**config.mk**
```make
export PLATFORM = sky130hd
export DESIGN_NAME = weight_update_flat
export DESIGN_NICKNAME = d
export VERILOG_FILES = /design/src/rtl/weight_update_pkg.sv /design/src/rtl/weight_update_if.sv /design/src/rtl/weight_update_wu_lane.sv /design/src/rtl/weight_update.sv /design/src/flat_wrapper.sv
export SDC_FILE = /design/constraint.sdc
export NUM_CORES = 2
export LEC_CHECK = 0
export BUFFER_PORTS_ARGS = -buffer_cell sky130_fd_sc_hd__buf_2
export CORE_MARGIN = 1
export CORE_UTILIZATION = 40
export CTS_BUF_LIST = sky130_fd_sc_hd__clkbuf_16
export CTS_CLUSTER_DIAMETER = 80
export DETAILED_ROUTE_END_ITERATION = 16
export GPL_ROUTABILITY_DRIVEN = 0
export SYNTH_ARGS = -nofsm -noshare
export SYNTH_HDL_FRONTEND = slang
export SYNTH_SLANG_ARGS = --single-unit
```
**constraint.sdc**
```tcl
create_clock -name clk -period 17.25 [get_ports clk]
set_input_delay 3.45 -clock clk [delete_from_list [all_inputs] [get_ports clk]]
set_output_delay 3.45 -clock clk [all_outputs]
set_load 0.02 [all_outputs]
```
**src/rtl/weight_update_pkg.sv**
```systemverilog
// Shared state encoding, chunk-address sizing and fixed-point limits for the weight updater.
package weight_update_pkg;

    typedef enum logic [1:0] {
        IDLE  = 2'd0,
        RUN   = 2'd1,
        DRAIN = 2'd2,
        DONE  = 2'd3
    } wu_state_t;

    // Width of a chunk index; never below one bit so a single-chunk build still has a port.
    function automatic int chunk_addr_w(input int features, input int lanes);
        return (features / lanes > 1) ? $clog2(features / lanes) : 1;
    endfunction

    function automatic logic signed [63:0] fx_max(input int width);
        return (64'sd1 <<< (width - 1)) - 64'sd1;
    endfunction

    function automatic logic signed [63:0] fx_min(input int width);
        return -(64'sd1 <<< (width - 1));
    endfunction

endpackage

```
**src/rtl/weight_update_if.sv**
```systemverilog
// Error handshake, buffer read port and weight write port of the weight updater.
interface weight_update_if
    import weight_update_pkg::*;
#(
    parameter int bitwidth      = 32,
    parameter int inputBitwidth = 16,
    parameter int LANES         = 4,
    parameter int FEATURES      = 64
);
    localparam int AW = chunk_addr_w(FEATURES, LANES);
    localparam int DW = LANES * inputBitwidth;

    logic signed [bitwidth-1:0] err_in;
    logic                       err_valid;
    logic                       err_ready;
    logic                       rd_en;
    logic [AW-1:0]              rd_addr;
    logic [DW-1:0]              w_rd_data;
    logic [DW-1:0]              x_rd_data;
    logic                       wr_en;
    logic [AW-1:0]              wr_addr;
    logic [DW-1:0]              wr_data;
    logic                       busy;
    logic                       done;

    // Error stage and weight/feature buffers.
    modport master (
        output err_in, err_valid, w_rd_data, x_rd_data,
        input  err_ready, rd_en, rd_addr, wr_en, wr_addr, wr_data, busy, done
    );

    // The weight updater itself.
    modport slave (
        input  err_in, err_valid, w_rd_data, x_rd_data,
        output err_ready, rd_en, rd_addr, wr_en, wr_addr, wr_data, busy, done
    );

endinterface

```
**src/rtl/weight_update_wu_lane.sv**
```systemverilog
// One lane of w - ((err * x) >>> fracBitwidth), saturating under WEIGHT_SAT_EN, wrapping otherwise.
// Latency: combinational. Backpressure: none, the caller registers the result.
module wu_lane
    import weight_update_pkg::*;
#(
    parameter int bitwidth      = 32,
    parameter int inputBitwidth = 16,
    parameter int fracBitwidth  = 7
) (
    input  logic signed [bitwidth-1:0]      err,
    input  logic signed [inputBitwidth-1:0] x,
    input  logic signed [inputBitwidth-1:0] w,
    output logic        [inputBitwidth-1:0] w_new
);
    localparam int PW = bitwidth + inputBitwidth;

    logic signed [PW-1:0] prod;
    logic signed [PW-1:0] delta;
    logic        [PW:0]   diff;

    assign prod  = PW'(err) * PW'(x);
    assign delta = prod >>> fracBitwidth;
    // One guard bit above the product so the subtraction itself never overflows.
    assign diff  = {{(PW + 1 - inputBitwidth){w[inputBitwidth-1]}}, w} - {delta[PW-1], delta};

`ifdef WEIGHT_SAT_EN
    logic fits;

    assign fits = (&diff[PW:inputBitwidth-1]) | ~(|diff[PW:inputBitwidth-1]);

    always_comb begin
        w_new = diff[inputBitwidth-1:0];
        if (!fits) begin
            w_new = diff[PW] ? inputBitwidth'(fx_min(inputBitwidth))
                             : inputBitwidth'(fx_max(inputBitwidth));
        end
    end
`else
    logic unused_diff_hi;

    assign unused_diff_hi = ^diff[PW:inputBitwidth];
    assign w_new          = diff[inputBitwidth-1:0];
`endif

endmodule

```
**src/rtl/weight_update.sv**
```systemverilog
// Sweeps the weight buffer applying one scaled error per sample; WEIGHT_SAT_EN selects saturating lanes.
// Latency: chunk k read at handshake+1+k, written at +3+k, done at +N+3, ready again at +N+4.
// Backpressure: err_ready only in IDLE; the buffer ports have no stall and assume 1-cycle reads.
module weight_update
    import weight_update_pkg::*;
#(
    parameter int bitwidth      = 32,
    parameter int inputBitwidth = 16,
    parameter int fracBitwidth  = 7,
    parameter int LANES         = 4,
    parameter int FEATURES      = 64
) (
    input  logic           clk,
    input  logic           rst_n,
    weight_update_if.slave bus
);
    localparam int            N    = FEATURES / LANES;
    localparam int            AW   = chunk_addr_w(FEATURES, LANES);
    localparam int            DW   = LANES * inputBitwidth;
    localparam logic [AW-1:0] LAST = AW'(N - 1);

    wu_state_t                  state_q, state_d;
    logic [AW-1:0]              cnt_q, cnt_d;
    logic signed [bitwidth-1:0] err_q;

    logic                       err_ready, rd_en, busy, done;
    logic [AW-1:0]              rd_addr;

    logic                       rd_vld_q;
    logic [AW-1:0]              rd_addr_q;
    logic                       wr_en_q;
    logic [AW-1:0]              wr_addr_q;
    logic [DW-1:0]              wr_data_q;
    logic [DW-1:0]              w_new;

    always_ff @(posedge clk) begin
        if (!rst_n) begin
            state_q <= IDLE;
            cnt_q   <= '0;
            err_q   <= '0;
        end else begin
            state_q <= state_d;
            cnt_q   <= cnt_d;
            if (state_q == IDLE && bus.err_valid) begin
                err_q <= bus.err_in;
            end
        end
    end

    always_comb begin
        state_d   = state_q;
        cnt_d     = cnt_q;
        err_ready = 1'b0;
        rd_en     = 1'b0;
        rd_addr   = cnt_q;
        busy      = 1'b1;
        done      = 1'b0;
        case (state_q)
            IDLE: begin
                busy      = 1'b0;
                err_ready = 1'b1;
                if (bus.err_valid) begin
                    cnt_d   = '0;
                    state_d = RUN;
                end
            end
            RUN: begin
                rd_en = 1'b1;
                if (cnt_q == LAST) begin
                    cnt_d   = '0;
                    state_d = DRAIN;
                end else begin
                    cnt_d = cnt_q + AW'(1);
                end
            end
            // The last chunk's write is visible two cycles after its read was issued.
            DRAIN: begin
                if (wr_en_q && wr_addr_q == LAST) begin
                    state_d = DONE;
                end
            end
            DONE: begin
                done    = 1'b1;
                state_d = IDLE;
            end
            default: state_d = IDLE;
        endcase
    end

    for (genvar i = 0; i < LANES; i++) begin : g_lane
        wu_lane #(
            .bitwidth     (bitwidth),
            .inputBitwidth(inputBitwidth),
            .fracBitwidth (fracBitwidth)
        ) u_lane (
            .err  (err_q),
            .x    (bus.x_rd_data[i*inputBitwidth +: inputBitwidth]),
            .w    (bus.w_rd_data[i*inputBitwidth +: inputBitwidth]),
            .w_new(w_new[i*inputBitwidth +: inputBitwidth])
        );
    end

    always_ff @(posedge clk) begin
        if (!rst_n) begin
            rd_vld_q  <= 1'b0;
            rd_addr_q <= '0;
            wr_en_q   <= 1'b0;
            wr_addr_q <= '0;
            wr_data_q <= '0;
        end else begin
            rd_vld_q  <= rd_en;
            rd_addr_q <= rd_addr;
            wr_en_q   <= rd_vld_q;
            wr_addr_q <= rd_addr_q;
            if (rd_vld_q) begin
                wr_data_q <= w_new;
            end
        end
    end

    assign bus.err_ready = err_ready;
    assign bus.rd_en     = rd_en;
    assign bus.rd_addr   = rd_addr;
    assign bus.busy      = busy;
    assign bus.done      = done;
    assign bus.wr_en     = wr_en_q;
    assign bus.wr_addr   = wr_addr_q;
    assign bus.wr_data   = wr_data_q;

endmodule

```
**src/flat_wrapper.sv**
```systemverilog
// flat-port wrapper written by rule: the top's interface ports become plain ports
module weight_update_flat import weight_update_pkg::*;
#(
    parameter int bitwidth      = 32,
    parameter int inputBitwidth = 16,
    parameter int fracBitwidth  = 7,
    parameter int LANES         = 4,
    parameter int FEATURES      = 64
)
  (clk, rst_n, bus_err_in, bus_err_valid, bus_w_rd_data, bus_x_rd_data, bus_err_ready, bus_rd_en, bus_rd_addr, bus_wr_en, bus_wr_addr, bus_wr_data, bus_busy, bus_done);
  weight_update_if #(.bitwidth(bitwidth), .inputBitwidth(inputBitwidth), .LANES(LANES), .FEATURES(FEATURES)) bus_i ();
  input  logic clk;
  input  logic rst_n;
  input wire logic [$bits(bus_i.err_in)-1:0] bus_err_in;
  input wire logic [$bits(bus_i.err_valid)-1:0] bus_err_valid;
  input wire logic [$bits(bus_i.w_rd_data)-1:0] bus_w_rd_data;
  input wire logic [$bits(bus_i.x_rd_data)-1:0] bus_x_rd_data;
  output wire logic [$bits(bus_i.err_ready)-1:0] bus_err_ready;
  output wire logic [$bits(bus_i.rd_en)-1:0] bus_rd_en;
  output wire logic [$bits(bus_i.rd_addr)-1:0] bus_rd_addr;
  output wire logic [$bits(bus_i.wr_en)-1:0] bus_wr_en;
  output wire logic [$bits(bus_i.wr_addr)-1:0] bus_wr_addr;
  output wire logic [$bits(bus_i.wr_data)-1:0] bus_wr_data;
  output wire logic [$bits(bus_i.busy)-1:0] bus_busy;
  output wire logic [$bits(bus_i.done)-1:0] bus_done;
  assign bus_i.err_in = bus_err_in;
  assign bus_i.err_valid = bus_err_valid;
  assign bus_i.w_rd_data = bus_w_rd_data;
  assign bus_i.x_rd_data = bus_x_rd_data;
  assign bus_err_ready = bus_i.err_ready;
  assign bus_rd_en = bus_i.rd_en;
  assign bus_rd_addr = bus_i.rd_addr;
  assign bus_wr_en = bus_i.wr_en;
  assign bus_wr_addr = bus_i.wr_addr;
  assign bus_wr_data = bus_i.wr_data;
  assign bus_busy = bus_i.busy;
  assign bus_done = bus_i.done;
  weight_update #(.bitwidth(bitwidth), .inputBitwidth(inputBitwidth), .fracBitwidth(fracBitwidth), .LANES(LANES), .FEATURES(FEATURES)) u_core (.clk(clk), .rst_n(rst_n), .bus(bus_i));
endmodule
```
Word level (Yosys, flattened, before mapping)
Index checks and enable logic that the tools add are counted.
{ "totals": {"register_bits": 112, "latch_bits": 0, "ramBits": 0, "romBits": 0, "in_bits": 163, "mem_count": 0} }
{ "op_classes": {"add_sub_neg": 5, "mul": 4, "div": 0, "magnitude_cmp": 0, "n_eq_ne": 8, "shift": 0, "n_mux": 11, "bitwise": 0, "reduce_logical": 6} }
{ "ops": {"columns": ["op", "count"], "rows": [
  ["multiplier 32 x 16 -> 23 bit", 4],
  ["subtractor 16 bit", 4],
  ["equality test 4 bit, second input constant", 2],
  ["2-to-1 mux 4 bit", 2],
  ["one-hot mux 2 bit (4 select lines)", 1],
  ["one-hot mux 4 bit (2 select lines)", 1],
  ["2-to-1 mux 2 bit", 3],
  ["adder 4 x 1 -> 4 bit, second input constant", 1],
  ["equality test 2 bit, second input constant", 2],
  ["2-to-1 mux 1 bit", 4],
  ["!= test 2 x 1 -> 1 bit, second input constant", 2],
  ["AND reduction 3 bit", 1],
  ["equality test 2 x 1 -> 1 bit, second input constant", 1],
  ["logical AND 1 bit", 2],
  ["zero test 2 bit", 1],
  ["!= test 2 bit, second input constant", 1],
  ["AND reduction 2 bit", 1],
  ["nonzero test 2 bit", 1]
]} }

Logic depth before layout (Yosys ltp)
{ "depth": {"ltp_word": 4, "depth_mapped": 33} }

By module
A second synthesis with hierarchy kept.
{ "unflattened": {"hier_cells": 4187, "hier_area_um2": 35726.8} }
{ "by_module_without_submodules": {"columns": ["mod", "n_inst", "cells_each", "area_each_um2", "seq_area_each_um2"], "rows": [
  ["wu_lane (u_core.g_lane[1].u_lane ...)", 2, 940, 7915.1, 0.0],
  ["wu_lane (u_core.g_lane[0].u_lane)", 1, 947, 7985.2, 0.0],
  ["wu_lane (u_core.g_lane[3].u_lane)", 1, 948, 7968.9, 0.0],
  ["weight_update", 1, 412, 3942.5, 2242.2]
]} }

Least setup slack after synthesis
Ideal clock, no wire load.
{ "synth_timing": {"kind": "input to register", "from": "in bus_x_rd_data[19]", "to": "reg u_core.wr_data_q[31], in the netlist u_core.bus.wr_data[31]", "setup_ns": 0.117, "arrival_time_ns": 10.325, "path_slack_ns": 6.808, "stages": 31, "path_cell_list": "clkbuf_1 > buf_1 > nand2_1 > fa_1 > fa_1 > fa_1 > inv_1 > fa_1 > fa_1 > inv_1 > fa_1 > inv_1 > ha_1 > o21a_1 > o21a_1 > and3_4 > a21oi_2 > nor2b_1 > nor2b_1 > nor2_1 > xor2_1 > ha_1 > and3_1 > a21oi_1 > o21ai_1 > o21a_1 > a31o_2 > a21oi_1 > xnor3_1 > mux2i_1 > nor2b_1"} }
{ "synth_via": {"elab_chain_len": 2} }
{ "synth_lines": {"columns": ["item", "line_no", "rtl"], "rows": [
  ["start: declaration", "flat_wrapper.sv:17", "input wire logic [$bits(bus_i.x_rd_data)-1:0] bus_x_rd_data;"],
  ["multiplier 32 x 16 -> 23 bit", "weight_update_wu_lane.sv:21", "assign prod = PW'(err) * PW'(x);"],
  ["subtractor 16 bit", "weight_update_wu_lane.sv:24", "assign diff = {{(PW + 1 - inputBitwidth){w[inputBitwidth-1]}}, w} - {delta[PW-1], delta};"],
  ["end signal: assignment", "weight_update.sv:116", "wr_data_q <= w_new;"],
  ["end: declaration", "weight_update.sv:33", "logic [DW-1:0] wr_data_q;"]
]} }
Every way passes these cells.
A chain may end at the register's enable or synchronous reset.

Worst setup path in the final report
{ "layout_timing": {"from": "in bus_x_rd_data[1]", "to": "reg u_core.wr_data_q[15], in the netlist u_core.bus.wr_data[15]"} }
Same word-level chain as after synthesis.

==> summary.md <==
| Metric | Value |
|---|---|
| Outcome | `completed` |
| Total GRT Usage | `0.2200` |
| Post-CTS sizing | `0` |
| Post-route ant nets | `0` |
| Drt total wl | `~96000 um` |
| CTS tree | `done` |
| DR WL/cell | `about 18 um` |
| Core Box Area | `88370 um2` |
| M1 GR Usage | `0.2896` |
| Vias in the first global route | `roughly 28000` |
| Post-synth EDFFs | `0` |
| RSZ-0062 raised after global routing | `false` |
| Crit path time final | `10.70 ns` |
| Number of port buffers | `between 200 and 250` |
| Hold depth | `1` |
| Hold Crit Start | `u_core.rd_addr_q[1]$_SDFF_PN0_` |
| Initial core utilization | `0.4043` |
| CP Capture Type | `flop` |
| Critical-path top delay cell | `fa_1` |
| Top-area cell type share of the netlist area | `0.3990` |
| Via count | `about 27000` |
| Synth warnings | `0` |
| Layout cells sized above 1 | `0.07129` |
| Clock root buffer master | `clkbuf_16` |
| Library cells used by synthesis | `64` |
| Clock buffer depth | `2` |
| Largest net degree at the start of global routing | `just over 100` |
| Worst stage delay on the critical path | `about 0.58 ns` |
| GR Overflow Total | `0` |
| Clock Sinks | `just over 100` |
| Worst clock skew | `0.03325 ns` |
| Critical Path AT | `between 10 and 15 ns` |
| Synth Instances | `approximately 4200` |
| Mapped Nets | `between 5000 and 6000` |
| Area Growth Syn to Fin | `6.630%` |
| Synth top area cells | `fa_1 (40%), ha_1 (12%), inv_1 (11%)` |
| WS Path Type | `input port to flop` |
| H-tree depth | `3` |
| Setup bufs post-CTS | `0` |
| Avg Synthesized Cell Area | `approximately 8.5 um2` |
| Crit path from | `bus_x_rd_data[1]` |
| Max frequency | `approximately 0.093 GHz` |
| Top_reg_cell synth | `dfxtp_1` |
| Worst-path maximum fanout | `22` |
| Met3 usage | `0.03420` |
| Clock-pin transition on the worst setup and hold timing paths | `~0.1 ns` |
| Pins Over Slew Limit | `0` |
| Cell Rows | `109` |
| Vias per cell | `between 4 and 5` |
| Fin. Hold Viols | `0` |
| Cell taking the most area after synthesis | `fa_1` |
| Critical R2R Launch | `u_core.err_q[7]$_SDFFE_PN0P_` |
| Hold Buf Count CTS | `0` |
| CP most frequent cell | `fa_1` |
| GRT Max-Usage Layer | `met2` |
| Slew Limit Headroom | `0.2996` |
| Most common cell after layout, fill and taps aside | `inv_1` |
| Total Die Area | `between 90000 and 100000 um2` |
| CP startpoint kind | `input port` |
| Max-cap viol count | `0` |
| First-iteration detailed-routing DRC count | `1332` |
| Most frequent cells in the layout | `inv_1 (1009), fa_1 (712), nand2_1 (672)` |
| Met2 Resource Use GR | `0.3658` |
| Setup TNS | `0 ns` |
| First-pass GRT wire length | `between 150000 and 200000 um` |
| I/O pin total | `240` |
| Remaining DRCs | `0` |
| Die width | `around 300 um` |
| Sequential fraction of the synthesis area | `0.05772` |
| Worst Path Required | `approximately 18 ns` |
| Clock latency on the worst-skew pair | `0.43 ns` |
| Period utilisation layout | `0.6205` |
| Worst-Margin Slew | `between 1 and 1.5 ns` |
| Synth async-reset ratio | `0` |
| R2R cell count | `28` |
| Initial antenna violation count | `9` |
| Cell Area, Synth | `~36000 um2` |
| Pre-Repair DR Iteration Count | `5` |
| TritonCTS buffer count | `9` |
| Die Ht | `approximately 300 um` |
| Hold Path Class | `flop to flop` |
| Final setup violation count | `0` |
| Final #Nets | `between 5000 and 6000` |
| Post-synthesis register bit count | `103` |
| Post-DP HPWL | `slightly above 70000 um` |
## per-layer routing
| layer | wire length [um] | vias up |
|---|---|---|
| met5 | 8 | - |
| met4 | 3150 | 2 |
| met3 | 5772 | 138 |
| met2 | 45710 | 716 |
| met1 | 40970 | 13640 |
| li1 | - | 12430 |
## cell usage after synthesis (25+ instances only)
library cell	number
ha_1	349
inv_1	1009
and2_1	397
nand2_1	672
nand2b_1	25
dfxtp_1	103
clkbuf_1	191
mux2i_1	48
xnor2_1	169
xor2_1	52
fa_1	712
nor2b_1	73
nor2_1	64
a21oi_1	64
o21ai_0	33
## through the flow
step	setup WS (ns)	hold slack (ns)	util	area [um2]	std cells
detailed placement	6.059	0.4212	0.4274	37770	5427
finish	6.546	0.4261	0.4311	38100	5447
CTS	6.482	0.4294	0.4310	38090	5443
global route	5.983	0.4578	0.4310	38090	5446
floorplan	6.808	0.4119	-	35730	4212
global placement	6.119	0.4128	0.4274	37770	5427
## state kept, by name, summed over array words and instances, names as in the netlist
| register | flops |
|---|---|
| u_core.bus.wr_data | 64 |
| u_core.err_q | 23 |
| u_core.state_q | 2 |
| u_core.bus.wr_en | 1 |
| u_core.bus.wr_addr | 4 |
| u_core.rd_addr_q | 4 |
| u_core.bus.rd_addr | 4 |
| u_core.rd_vld_q | 1 |
## worst max-delay path: cells and delay by family
kind,cells,cell delay (ns)
AO/OA/AOI/OAI,8,1.89
XOR/XNOR,1,0.16
adder cells (fa/ha/maj),8,3.52
buffers and inverters,4,0.60
AND/OR/NAND/NOR,7,1.34
multiplexers,1,0.09
## cell type report
cell class	count	area (um2)
Multi-Input combinational cell	2897	29110
Tap cell	1165	1458
Sequential cell	103	2083
Clock buffer	9	225.2
Fill cell	8989	50280
Timing Repair Buffer	253	1326
Inverter	1009	3787
Antenna cell	4	10.01
Clock inverter	7	91.34
## final timing paths
| kind | to | slack (ns) |
|---|---|---|
| max | u_core.bus.wr_data[15]$_SDFFE_PN0P_ | 6.55 |
| min reg2reg | u_core.bus.wr_addr[1]$_SDFF_PN0_ | 0.43 |
| max reg2reg | u_core.bus.wr_data[46]$_SDFFE_PN0P_ | 8.51 |
| min | u_core.bus.wr_addr[1]$_SDFF_PN0_ | 0.43 |
## cell families (layout without fill, tap and decap cells)
logic type	after synthesis	after routing	share of synthesized area
buffers and inverters	1212	1278	0.1274
multiplexers	48	48	0.01345
XOR/XNOR	222	222	0.05481
AND/OR/NAND/NOR	1322	1322	0.1790
adder cells (fa/ha/maj)	1061	1061	0.5212
other	0	4	0
flip-flops	103	103	0.05772
AO/OA/AOI/OAI	244	244	0.04651
Power is not shown: default switching activity piles up to over one toggle a cycle in this logic, so the estimate is an artifact.
